`config.mk`:
```
export PLATFORM = sky130hd
export DESIGN_NAME = temporizador_lavagem
export DESIGN_NICKNAME = d
export VERILOG_FILES = /design/src/rtl/temporizador_lavagem.sv
export SDC_FILE = /design/constraint.sdc
export NUM_CORES = 1
export LEC_CHECK = 0
export CAP_MARGIN = 15
export CORE_ASPECT_RATIO = 1.2
export CORE_MARGIN = 5
export CORE_UTILIZATION = 30
export CTS_CLUSTER_DIAMETER = 80
export DETAILED_ROUTE_END_ITERATION = 10
export SLEW_MARGIN = 15
export SYNTH_ARGS = -nofsm -noshare
export SYNTH_HDL_FRONTEND = slang
export SYNTH_SLANG_ARGS = --single-unit
```
`constraint.sdc`:
```
create_clock -name clock -period 1.9 [get_ports clock]
set_input_delay 0.19 -clock clock [delete_from_list [all_inputs] [get_ports clock]]
set_output_delay 0.19 -clock clock [all_outputs]
set_load 0.03 [all_outputs]
```
`src/rtl/temporizador_lavagem.sv`:
```
// Phase timer for the washing-machine controller: tracks the controller's mode outputs,
// times each wash phase and returns level completion flags plus remaining time / phase.
//  state   | meaning
//  IDLE    | no cycle in progress
//  AGIT1   | first agitation, timing T_AGITAR
//  GIRAR   | spin/soak, timing T_GIRAR
//  AGIT2   | second agitation, timing T_AGITAR2
//  DRENO   | drain, waiting for centrifuge request
//  CENTRIF | centrifuge, timing T_SECAR
module temporizador_lavagem #(
  parameter int CNT_W     = 16,
  parameter int TICK_DIV  = 50000,
  parameter int T_AGITAR  = 60,
  parameter int T_GIRAR   = 30,
  parameter int T_AGITAR2 = 60,
  parameter int T_SECAR   = 120
) (
  input  logic             clock,
  input  logic             reset_n,
  input  logic             modo_agitar,
  input  logic             modo_girar,
  input  logic             modo_centrifugar,
  input  logic             pausa,
  output logic             tempo1,
  output logic             tempo2,
  output logic             tempo3,
  output logic             secar,
  output logic [CNT_W-1:0] tempo_restante,
  output logic [2:0]       fase,
  output logic             erro
);

  localparam int PW = (TICK_DIV > 1) ? $clog2(TICK_DIV) : 1;
  localparam logic [PW-1:0] PRESC_LAST = PW'(TICK_DIV - 1);

  typedef enum logic [2:0] {
    IDLE    = 3'd0,
    AGIT1   = 3'd1,
    GIRAR   = 3'd2,
    AGIT2   = 3'd3,
    DRENO   = 3'd4,
    CENTRIF = 3'd5
  } state_t;

  state_t           state, nxt;
  logic             ilegal;
  logic [CNT_W-1:0] counter, dur_nxt;
  logic [PW-1:0]    presc;
  logic             ag, gi, ce, any_modo, multi;

  assign ag       = modo_agitar;
  assign gi       = modo_girar;
  assign ce       = modo_centrifugar;
  assign any_modo = ag | gi | ce;
  assign multi    = (ag & gi) | (ag & ce) | (gi & ce);

  // All-zero modes in a timed phase means the controller was reset: back to IDLE
  // without flagging, except in AGIT2/CENTRIF where all-zero is the normal advance.
  always_comb begin
    nxt    = state;
    ilegal = 1'b0;
    if (multi) begin
      ilegal = 1'b1;
    end else begin
      case (state)
        IDLE:    if (ag) nxt = AGIT1; else if (gi | ce) ilegal = 1'b1;
        AGIT1:   if (gi) nxt = GIRAR; else if (ce) ilegal = 1'b1; else if (!ag) nxt = IDLE;
        GIRAR:   if (ag) nxt = AGIT2; else if (ce) ilegal = 1'b1; else if (!gi) nxt = IDLE;
        AGIT2:   if (!any_modo) nxt = DRENO; else if (!ag) ilegal = 1'b1;
        DRENO:   if (ce) nxt = CENTRIF; else if (any_modo) ilegal = 1'b1;
        CENTRIF: if (!any_modo) nxt = IDLE; else if (!ce) ilegal = 1'b1;
        default: nxt = IDLE;
      endcase
    end
    if (ilegal) nxt = IDLE;
  end

  always_comb begin
    dur_nxt = '0;
    case (nxt)
      AGIT1:   dur_nxt = CNT_W'(T_AGITAR);
      GIRAR:   dur_nxt = CNT_W'(T_GIRAR);
      AGIT2:   dur_nxt = CNT_W'(T_AGITAR2);
      CENTRIF: dur_nxt = CNT_W'(T_SECAR);
      default: dur_nxt = '0;
    endcase
  end

  always_ff @(posedge clock or negedge reset_n) begin
    if (!reset_n) begin
      state   <= IDLE;
      counter <= '0;
      presc   <= '0;
      tempo1  <= 1'b0;
      tempo2  <= 1'b0;
      tempo3  <= 1'b0;
      secar   <= 1'b0;
      erro    <= 1'b0;
    end else begin
      state <= nxt;
      if (ilegal) erro <= 1'b1;
      if (nxt != state) begin
        counter <= dur_nxt;
        presc   <= '0;
      end else if (counter != '0 && !pausa) begin
        if (presc == PRESC_LAST) begin
          presc   <= '0;
          counter <= counter - 1'b1;
        end else begin
          presc <= presc + 1'b1;
        end
      end
      // Completion is a level held while the phase persists; leaving clears it.
      tempo1 <= (state == AGIT1)   && (nxt == AGIT1)   && (counter == '0);
      tempo2 <= (state == GIRAR)   && (nxt == GIRAR)   && (counter == '0);
      tempo3 <= (state == AGIT2)   && (nxt == AGIT2)   && (counter == '0);
      secar  <= (state == CENTRIF) && (nxt == CENTRIF) && (counter == '0);
    end
  end

  assign tempo_restante = counter;
  assign fase           = state;

endmodule

```
* After elaboration in Yosys (flattened, before gate mapping)
Cells that the tools add are included. Widths: inputs -> output; s select.
Storage, ports and cells: word-level logic and storage cells 79, register bits 40, output and inout bits 24
Operators by class: add/subtract/negate cells 2, bitwise operators 8, mux-type cells 33, reduce and logical (&&, ||, !) cells 17, equal/unequal tests 11
Operator list (count):
- $mux 16 | 6
- $mux 3 | 12
- $pmux 7 s3 | 1
- $pmux 3 s6 | 1
- $add 16x1->16 const B | 1
- $eq 16x16->1 const B | 1
- $logic_not 16->1 | 1
- $reduce_bool 16->1 | 1
- $sub 16x1->16 const B | 1
- $eq 3x2->1 const B | 4
- $mux 1 | 12
- $eq 3x3->1 const B | 3
- $logic_and 1x1->1 | 9
- $eq 3x1->1 const B | 2
- $pmux 1 s6 | 1
- $or 1x1->1 | 5
- $reduce_bool 2->1 | 2
- $and 1x1->1 | 3
- $logic_not 3->1 | 1
- $ne 3x3->1 | 1
- $reduce_and 2->1 | 1
- $reduce_or 2->1 | 1
- $logic_not 1->1 | 1

* Longest topological paths before layout
Gate-level depths: netlist of the first run.
depth after elaboration 11, mapped depth 10, mapped depth without buffers 8

* Least setup slack after synthesis of the first run
No wires, ideal clock.
path type register -> register, from register counter[0], in the netlist tempo_restante[0], to register presc[8], buffers on the path 1, setup time 0.073 ns, path slack -0.430 ns, required time 1.827 ns, cell stages (with the launch flop) 10, arrival time 2.257 ns, cells stage by stage dfrtp_1 > inv_1 > ha_1 > nor4b_1 > and4b_1 > buf_4 > nor2_2 > a21oi_4 > or4_1 > a21oi_2
On the way: word-level cells in the longest chain between the ends 3
Ends and longest elaborated chain:
- start: declaration | RTL line 47 | logic [CNT_W-1:0] counter, dur_nxt;
- start signal: assignment | RTL line 103 | counter <= dur_nxt;
- start signal: assignment | RTL line 108 | counter <= counter - 1'b1;
- $reduce_bool 16->1 | RTL line 105 | end else if (counter != '0 && !pausa) begin
- $logic_and 1x1->1 | RTL line 105
- $reduce_bool 2->1 (no line)
- end signal: assignment | RTL line 110 | presc <= presc + 1'b1;
- end: declaration | RTL line 48 | logic [PW-1:0] presc;
Every way passes these cells. A chain may end at the register's enable or synchronous reset.

* Final worst setup path of the first run
from register counter[12], in the netlist tempo_restante[12], to register counter[5], in the netlist tempo_restante[5]
On the way: word-level cells in the longest chain between the ends 4
Ends and longest elaborated chain (RTL line):
- $reduce_bool 16->1 | 105
- $logic_and 1x1->1 | 105
- $reduce_bool 2->1 (no line)
- $reduce_and 2->1 (no line)
Every way passes these cells.

==> impl_results.md, run 1 <==
* Outcome: finished with violations
* Failing checks: setup timing
* Diodes inserted at 0
* Gr busiest metal: met2
* Leakage at 1.578 nW
* Core Region at 0.007707 mm2
* Synthesis-to-finish area growth at 56.46%
* RSZ-0062 raised after global routing: true
* Critical path startpoint category: flip-flop
* Synth cell types at 56
* Clock transition at path regs at about 0.090 ns
* FF-to-FF path depth at 7
* Sw Ratio at 0.3100
* Cell Rows at 35
* Syn Inst Count at 264
* Top Ports at 30
* Routed wire length at 6416 um
* GP Congestion at 0.8364
* Fin crit share at 1.111
* Max Cap Viol at 0
* Vias in the first global route at 2332
* M3 GR Usage at 0.02867
* Routed WL per cell at 13.89 um
* Fmax at 473.8 MHz
* Worst VDD drop at 0.3828 mV
* Die W at 91.35 um
* Top_reg_cell synth: dfrtp_1
* Hold WC Path Type: input port to async pin
* Syn Area/Cell at between 9 and 10 um2
* Routed Antenna Nets at 0
* CP Capture Type: flip-flop
* TritonCTS clock tree: yes
* Post-synth EDFFs at 0
* Overall power at 2.462 mW
* CTS Buffer Depth at 2
* Power Density at roughly 660 mW/mm2
* Worst Setup SP: tempo_restante[12]$_DFFE_PN0P_
* Util after Layout at 0.4836
* Int Pwr at approximately 1.7 mW
* CP Class: flip-flop to flip-flop
* Mapped Area at 0.002382 mm2
* Vias/cell at 5.037
* Flop-to-flop setup slack at -0.21 ns
* Initial antenna violation count at 0
* Async set-or-reset flop fraction in the synthesized netlist at 1.000
* Tot GR Track Use at 0.1340
* Crit path time final at 2.111 ns
* Synth Net Count at 272
* Drt pass-1 iters at 4
* Sequential share of power at 0.387
* DR iter-0 viols at 81
* Reg-to-Reg Start: tempo_restante[12]$_DFFE_PN0P_
* Total grt overflow at 0
* CTS H-tree lvls at 2
* # fillers at 724
* Count of final setup violators at 33
* Combinational Power Share at 0.327
* Worst-margin pin slew at 0.5093 ns
* Final Cell Area at between 0.003 and 0.004 mm2
* Clk_lat worst skew at 0.30 ns
* Worst clock skew at 0.009526 ns
* Critical Path Sink: tempo_restante[5]$_DFFE_PN0P_
* CP Max Fanout at 5
* Reg area at between 0.001 and 0.0015 mm2
* Post-DP HPWL at between 4000 and 5000 um
* Initial Utilization at 0.3091
* Vias post-DR at ~2300
* TritonCTS buffer count at 5
* Clock share of power at 0.286
* DP Area at 0.003357 mm2
* Largest net degree at the start of global routing at 20
* Crit path required time at around 2.1 ns
* Residual DRC at 0
* Layout cells sized above 1 at 0.4243
* First-pass GRT wire length at between 10000 and 15000 um
* Fin. max-slew vios at 0
* Yosys warnings at 0
* Clk root buf: clkbuf_8
* Die ar. at 0.009830 mm2
* Post-synthesis sequential area ratio at 0.4202
* Final worst slack at -0.2108 ns
* Net switching power at around 0.76 mW
* Final hold violations at 0
* Die height at 107.6 um
* Hold_ws at 0.3181 ns
* Rel. slew slack at 0.6569
* Clock sinks at 40
* Multi-input gate area at between 0.0015 and 0.002 mm2
* #FFs+latches synth at 40
* Buffers on Ports at 29
* Arrival time worst endpoint at 2.30 ns
* Met2 Resource Use GR at 0.2361
* Met1 usage at 0.1632
* Layout Nets at 377
* FF-to-FF End: tempo_restante[5]$_DFFE_PN0P_
cell usage after synthesis, types with 6 or more instances:
cell / number / area (um2)
clkbuf_1: 7 / 26.28
nor2_1: 28 / 105.1
inv_1: 10 / 37.54
dfrtp_1: 40 / 1001
o31ai_1: 9 / 67.56
nor4_1: 6 / 37.54
a21oi_1: 9 / 45.04
nand3_1: 12 / 60.06
xor2_1: 9 / 78.83
nand2_1: 32 / 120.1
a21oi_2: 7 / 61.31
nor3_1: 6 / 30.03
o21ai_1: 6 / 30.03
o21ai_0: 8 / 40.04
or3_1: 9 / 56.30
worst min-delay path by stage:
stage	from	endpoint	slack [ns]	depth (start not counted)
after floorplan	reset_n	erro$_DFFE_PN0P_	-0.11	0
after global placement	reset_n	presc[14]$_DFFE_PN0P_	0.12	1
after detailed placement	reset_n	presc[14]$_DFFE_PN0P_	0.12	1
after CTS	reset_n	tempo_restante[7]$_DFFE_PN0P_	0.32	2
after global routing	reset_n	tempo_restante[7]$_DFFE_PN0P_	0.35	2
final	reset_n	tempo_restante[7]$_DFFE_PN0P_	0.32	2
cells in the final DEF (no fill, tap or decap), types with 3 or more instances in the layout:
master and n:
nand3_1 9, nor4_1 5, inv_1 8, dfrtp_1 32
or3_1 7, dfrtp_2 8, and4bb_2 3, nor2_4 3
nor2_1 26, o21ai_1 5, o21ai_0 7, o31ai_1 7
clkdlybuf4s50_1 28, nor3_1 4, a21oi_2 9, xor2_1 9
clkbuf_8 5, nor4b_4 3, or4_1 3, buf_6 4
nand2_1 25, buf_4 74, a21oi_1 7, nand4_1 5
nand2_2 6, or4_4 3, o21a_1 3
repair_timing:
action,in CTS,in global routing
hold buffers,1,0
endpoints found under the setup margin,33,37
hold endpoints to repair,13,0
resized for setup,21,25
buffers inserted,3,5
pin swaps,16,18
worst max-delay path, cell delays in order, from the launching register on:
cell and delay [ns]:
dfrtp_2 0.41, or4_4 0.54, and4b_1 0.28, buf_6 0.14, buf_4 0.11, nor2_1 0.03
mux2_4 0.24, mux2_4 0.26
routing by layer:
layer,routed length (um),share of wire
met5,0,0
met4,63,0.0098
met3,201,0.031
met2,3359,0.52
met1,2791,0.44
power by group through the flow:
stage	clock (mW)	sequential, mW	combinational [mW]
CTS	0.719	0.953	0.771
detailed placement	0	0.969	0.678
global route	0.748	0.960	0.872
floorplan	0	1.01	0.303
global placement	0	0.968	0.669
finish	0.705	0.952	0.805
logic make-up (layout without fill, tap and decap cells):
| logic type | count (synthesis) | after routing | share of synthesized area |
|---|---|---|---|
| compound gates | 53 | 53 | 0.1591 |
| xor+xnor | 12 | 12 | 0.04412 |
| fa+ha+maj | 2 | 2 | 0.01050 |
| buf+inv | 22 | 128 | 0.04464 |
| flops | 40 | 40 | 0.4202 |
| mux | 3 | 3 | 0.01365 |
| simple gates | 132 | 132 | 0.3078 |
sequential cells by signal, summed over array words and instances, names as in the netlist:
| register | count |
|---|---|
| tempo1 | 1 |
| presc | 16 |
| tempo3 | 1 |
| tempo_restante | 16 |
| tempo2 | 1 |
| secar | 1 |
| erro | 1 |
| fase | 3 |
metrics by stage:
| stage | setup TNS [ns] | cells | worst slack, ns |
|---|---|---|---|
| after global placement | -4.336 | 447 | -0.2567 |
| after CTS | -2.669 | 459 | -0.2170 |
| after floorplan | -3.542 | 264 | -0.2199 |
| after global routing | -5.862 | 462 | -0.2796 |
| after detailed placement | -4.657 | 447 | -0.2802 |
| final | -3.340 | 462 | -0.2108 |
area by class of cell:
class	instances	share of cell area
clock inverters	3	0.01141
clock buffers	5	0.01846
flip-flops and latches	40	0.2712
repair buffers	110	0.2511
well taps	92	0.03088
inverters	10	0.01007
multi-input cells	202	0.4068
Note: power is estimated with default switching activity, not from simulation.
==> run 2, diff against run 1 <==
MAX_ROUTING_LAYER = met4   (was unset)
==> impl_results.md, run 2 (synthesis gave the netlist of run 1 again) <==
* Overall power at 2.462 mW (about the same)
* Worst-margin pin slew at 0.5093 ns (+0.0000001192 ns)
* Routed Antenna Nets at 0 (unchanged)
* GP Congestion at 0.8493 (+1.5%)
* Die height at 107.6 um (unchanged)
* First-pass GRT wire length at 10830 um (about the same)
* Hold WC Path Type: input port to async pin
* Setup TNS at -3.341 ns (-0.001750 ns)
* Cell Rows at 35 (unchanged)
* Outcome: finished with violations
* Most frequent cells in the layout: 74 x buf_4, 32 x dfrtp_1, 28 x clkdlybuf4s50_1
* Final hold violations at 0 (unchanged)
* Drt pass-1 iters at 4 (unchanged)
* Clk root buf: clkbuf_8
* TritonCTS buffer count at 5 (unchanged)
* Power Density at 660.4 mW/mm2 (about the same)
* Reg area at 0.001011 mm2 (unchanged)
* Routed WL per cell at 13.88 um (about the same)
* Crit path required time at 2.09 ns (about the same)
* Clock transition at path regs at 0.09 ns (about the same)
* CP Class: flip-flop to flip-flop
* Critical path startpoint category: flip-flop
* Post-DP HPWL at 4888 um (unchanged)
* Crit path time final at 2.111 ns (+0.00003000 ns)
* Vias post-DR at 2325 (-0.086%)
* Die W at 91.35 um (unchanged)
* Largest net degree at the start of global routing at 20 (unchanged)
* Synthesis-to-finish area growth at 56.46% (unchanged)
* Layout cells sized above 1 at 0.4243 (unchanged)
* Fmax at 473.7 MHz (about the same)
* Leakage at 1.578 nW (unchanged)
* DR iter-0 viols at 86 (+6.2%)
* Clock sinks at 40 (unchanged)
* Rel. slew slack at 0.6569 (unchanged)
* Residual DRC at 0 (unchanged)
* Multi-input gate area at 0.001516 mm2 (unchanged)
* Clk_lat worst skew at 0.30 ns (about the same)
* Fin crit share at 1.111 (about the same)
* Buffers on Ports at 29 (unchanged)
* Initial Utilization at 0.3091 (unchanged)
* Count of final setup violators at 33 (unchanged)
* Most frequent standard cell in the layout excluding fill and tap cells: buf_4
* Fin. max-slew vios at 0 (unchanged)
* Layout Cells excl Fill at 462 (unchanged)
* Reg-to-Reg Start: tempo_restante[12]$_DFFE_PN0P_
* Worst clock skew at 0.009654 ns (+0.0001281 ns)
* Max Cap Viol at 0 (unchanged)
* Failing checks: setup timing
* Final worst slack at -0.2108 ns (-0.00003000 ns)
* Core Region at 0.007707 mm2 (unchanged)
* Die ar. at 0.009830 mm2 (unchanged)
* Vias in the first global route at 2333 (+0.043%)
* CP Capture Type: flip-flop
* RSZ-0062 raised after global routing: true
* Total grt overflow at 0 (unchanged)
* TritonCTS clock tree: yes
* Arrival time worst endpoint at 2.30 ns (about the same)
* Diodes inserted at 0 (unchanged)
* Top Ports at 30 (unchanged)
* CP Max Fanout at 5 (unchanged)
* CTS Buffer Depth at 2 (unchanged)
* # fillers at 724 (unchanged)
* Worst Setup SP: tempo_restante[12]$_DFFE_PN0P_
* Worst VDD drop at 0.3828 mV (about the same)
* Vias/cell at 5.032 (about the same)
* Tot GR Track Use at 0.1377 (+0.003647)
* Routed wire length at 6414 um (about the same)
* CTS H-tree lvls at 2 (unchanged)
* Initial antenna violation count at 0 (unchanged)
* Layout Nets at 377 (unchanged)
* Post-Place Cells at 447 (unchanged)
==> run 2: cell counts in the layout (fill, tap and decap cells not counted) <==
Identical to the previous run, type by type.
==> run 2: repair_timing <==
| action | 4_1_cts | 5_1_grt |
|---|---|---|
| endpoints found under the setup margin | 33 | 37 |
| hold endpoints to repair | 13 | 0 |
| resized for setup | 21 | 25 |
| pin swaps | 16 | 18 |
| setup buffers | 3 | 5 |
| hold buffers | 1 | 0 |
| gates cloned | 0 | 0 |
==> run 2: worst max-delay path: stages (launching register included) <==
cell	delay, ns
dfrtp_2	0.41
or4_4	0.54
and4b_1	0.28
buf_6	0.14
buf_4	0.11
nor2_1	0.03
mux2_4	0.24
mux2_4	0.26
==> run 2: layout make-up <==
cell class / count / share of cell area
inverter: 10 / 0.01007
timing repair buffer: 110 / 0.2511
clock inverter: 3 / 0.01141
sequential: 40 / 0.2712
multi-input combinational: 202 / 0.4068
clock buffer: 5 / 0.01846
tap: 92 / 0.03088
==> run 2: path summary, 6_finish.rpt <==
path / end / cells after the start / slack, ns
min: tempo_restante[7]$_DFFE_PN0P_ / 2 / 0.32
max reg2reg: tempo_restante[5]$_DFFE_PN0P_ / 7 / -0.21
min reg2reg: erro$_DFFE_PN0P_ / 1 / 0.47
max: tempo_restante[5]$_DFFE_PN0P_ / 7 / -0.21
max in group asynchronous: tempo_restante[3]$_DFFE_PN0P_ / 3 / 1.04
min in group clock: erro$_DFFE_PN0P_ / 1 / 0.47
==> run 2: power by group <==
| part | total, mW | switching, mW | internal, mW |
|---|---|---|---|
| registers | 0.952 | 0.0487 | 0.903 |
| logic | 0.804 | 0.398 | 0.406 |
| clock network | 0.705 | 0.316 | 0.389 |
==> run 2: per-layer routing <==
metal	global-route usage	routed length (um)	vias to the layer above
met5	-	0	-
met4	0.03983	68	0
met3	0.02867	205	5
met2	0.2361	3356	34
met1	0.1632	2783	1120
li1	-	-	1166
==> run 2: per-stage QoR <==
step / area (um2) / setup WS (ns) / utilization / hold WS, ns
2_1_floorplan: 2461 / -0.2199 / - / -0.1056
3_3_place_gp: 3357 / -0.2567 / 0.4356 / 0.1205
3_5_place_dp: 3357 / -0.2802 / 0.4356 / 0.1250
4_1_cts: 3620 / -0.2170 / 0.4696 / 0.3248
5_1_grt: 3727 / -0.2796 / 0.4836 / 0.3483
6_report: 3727 / -0.2108 / 0.4836 / 0.3174
==> run 3, diff against run 2 <==
CORE_MARGIN = unset   (was 5)
clock period = 1.98 ns   (was 1.9 ns; I/O delays follow)
==> impl_results.md, run 3 (synthesis gave the netlist of run 1 again) <==
* Top Ports at 30 (unchanged)
* Fin. max-slew vios at 0 (unchanged)
* Layout Cells excl Fill at 455 (-1.5%)
* Total grt overflow at 0 (unchanged)
* Sequential share of power at 0.389 (+0.002)
* Overall power at 2.338 mW (-5.0%)
* Initial antenna violation count at 0 (unchanged)
* Initial Utilization at 0.3091 (unchanged)
* CTS H-tree lvls at 2 (unchanged)
* CP Class: flip-flop to flip-flop
* Final worst slack at -0.1353 ns (+0.07554 ns)
* Routed wire length at 6391 um (-0.36%)
* DR iter-0 viols at 87 (+1.2%)
* Final Cell Area at 0.003667 mm2 (-1.6%)
* Vias post-DR at 2330 (+0.22%)
* Count of final setup violators at 22 (-33%)
* Routed Antenna Nets at 0 (unchanged)
* Largest net degree at the start of global routing at 18 (-10%)
* RSZ-0062 raised after global routing: true
* Clk_lat worst skew at 0.30 ns (about the same)
* TritonCTS buffer count at 5 (unchanged)
* Slowest CP cell: or4_4
* Core Region at 0.007707 mm2 (unchanged)
* Buffers on Ports at 29 (unchanged)
* Layout cells sized above 1 at 0.4077 (-0.01661)
* Worst VDD drop at 0.3775 mV (-1.4%)
* Cell Rows at 35 (unchanged)
* Int Pwr at 1.614 mW (-5.0%)
* Die height at 99.62 um (-7.4%)
* Vias/cell at 5.121 (+1.8%)
* Drt pass-1 iters at 4 (unchanged)
* Worst-margin pin slew at 0.4769 ns (-0.03237 ns)
* # fillers at 706 (-2.5%)
* Clock transition at path regs at 0.08 ns (about the same)
* Setup TNS at -1.579 ns (+1.762 ns)
* Worst clock skew at 0.01537 ns (+0.005719 ns)
* CP top delay family: simple AND/OR/NAND/NOR gates
* Residual DRC at 0 (unchanged)
* Leakage at 1.541 nW (-2.3%)
* Vias in the first global route at 2327 (-0.26%)
* Max Cap Viol at 0 (unchanged)
* Critical path startpoint category: flip-flop
* GP Congestion at 0.8458 (-0.41%)
* Tot GR Track Use at 0.1672 (+0.02946)
* Most frequent standard cell in the layout excluding fill and tap cells: buf_4
* Arrival time worst endpoint at 2.30 ns (about the same)
* Synthesis-to-finish area growth at 53.94%
* Layout Nets at 370 (-1.9%)
* Final hold violations at 0 (unchanged)
* Failing checks: setup timing
* Delay of the slowest critical-path stage at 0.53 ns (about the same)
* Post-Place Cells at 436 (-2.5%)
* Power Density at 637.5 mW/mm2 (-3.5%)
* Rel. slew slack at 0.6796 (+0.02272)
* Crit path time final at 2.115 ns (+0.004460 ns)
* Hold WC Path Type: input port to async pin
* First-pass GRT wire length at 10960 um (+1.2%)
* Die ar. at 0.008302 mm2 (-16%)
* Place WS at -0.2199 ns (+0.06038 ns)
* Clock share of power at 0.287 (about the same)
* Combinational Power Share at 0.324 (-0.003)
* Bufs and invs on worst path at 1 (-1)
* Diodes inserted at 0 (unchanged)
* Crit path required time at 2.16 ns (+0.07 ns)
* Die W at 83.35 um (-8.8%)
* Fin crit share at 1.068 (-0.04263)
* Routed WL per cell at 14.05 um (+1.2%)
* CTS Buffer Depth at 2 (unchanged)
* CP Max Fanout at 4 (-1)
* TritonCTS clock tree: yes
* DP Area at 0.003237 mm2 (-3.6%)
* Post-DP HPWL at 4704 um (-3.8%)
* Worst-path cell chain: or4_4 -> and4b_2 -> buf_4 -> nor2_1 -> mux2_4 -> mux2_4
* Most common cell on crit path: mux2_4
* Outcome: finished with violations
* Most frequent cells in the layout: 64 x buf_4, 33 x dfrtp_1, 28 x clkdlybuf4s50_1
* Sw Ratio at 0.3098 (about the same)
* Clk root buf: clkbuf_8
* CP Capture Type: flip-flop
* Net switching power at 0.7241 mW (-5.1%)
* Util after Layout at 0.4758 (-0.007792)
* Clock sinks at 40 (unchanged)
* Hold_ws at 0.3502 ns (+0.03287 ns)
* Fmax at 472.8 MHz (-0.21%)
## run 3: metal layers
metal  share of wire  vias to the layer above  GRT usage
li1                -                     1147          -
met1            0.43                     1130     0.1856
met2            0.53                       41     0.3052
met3           0.026                       12    0.02822
met4           0.021                        0    0.05172
met5               0                        -          -
## run 3: timing repair
| action | 4_1_cts | 5_1_grt |
|---|---|---|
| pin swaps | 18 | 16 |
| setup endpoints to repair | 23 | 32 |
| resized for setup | 25 | 26 |
| hold endpoints to repair | 15 | 0 |
| hold buffers | 1 | 0 |
| buffers inserted | 9 | 3 |
## run 3: path summary, 6_finish.rpt
check / endpoint / cells past startpoint / slack [ns] / start
max: tempo_restante[5]$_DFFE_PN0P_ / 6 / -0.14 / tempo_restante[12]$_DFFE_PN0P_
min: tempo_restante[6]$_DFFE_PN0P_ / 2 / 0.35 / reset_n
max reg2reg: tempo_restante[5]$_DFFE_PN0P_ / 6 / -0.14 / tempo_restante[12]$_DFFE_PN0P_
min reg2reg: erro$_DFFE_PN0P_ / 1 / 0.48 / erro$_DFFE_PN0P_
max in group asynchronous: tempo_restante[10]$_DFFE_PN0P_ / 3 / 1.08 / reset_n
min in group clock: erro$_DFFE_PN0P_ / 1 / 0.48 / erro$_DFFE_PN0P_
## run 3: power groups by stage
stage	combinational (mW)	sequential [mW]	clock, mW
after floorplan	0.272	0.967	0
after global placement	0.595	0.919	0
after detailed placement	0.604	0.921	0
after CTS	0.673	0.907	0.686
after global routing	0.818	0.914	0.714
final	0.757	0.910	0.671
## run 3: final cells by class
cell class | instances | area [um2] | share of cell area
multi-input combinational | 202 | 1511 | 0.4121
timing repair buffer | 103 | 885.9 | 0.2416
inverter | 10 | 37.54 | 0.01024
clock inverter | 2 | 35.03 | 0.009553
tap | 92 | 115.1 | 0.03139
sequential | 40 | 1010 | 0.2753
clock buffer | 6 | 72.57 | 0.01979
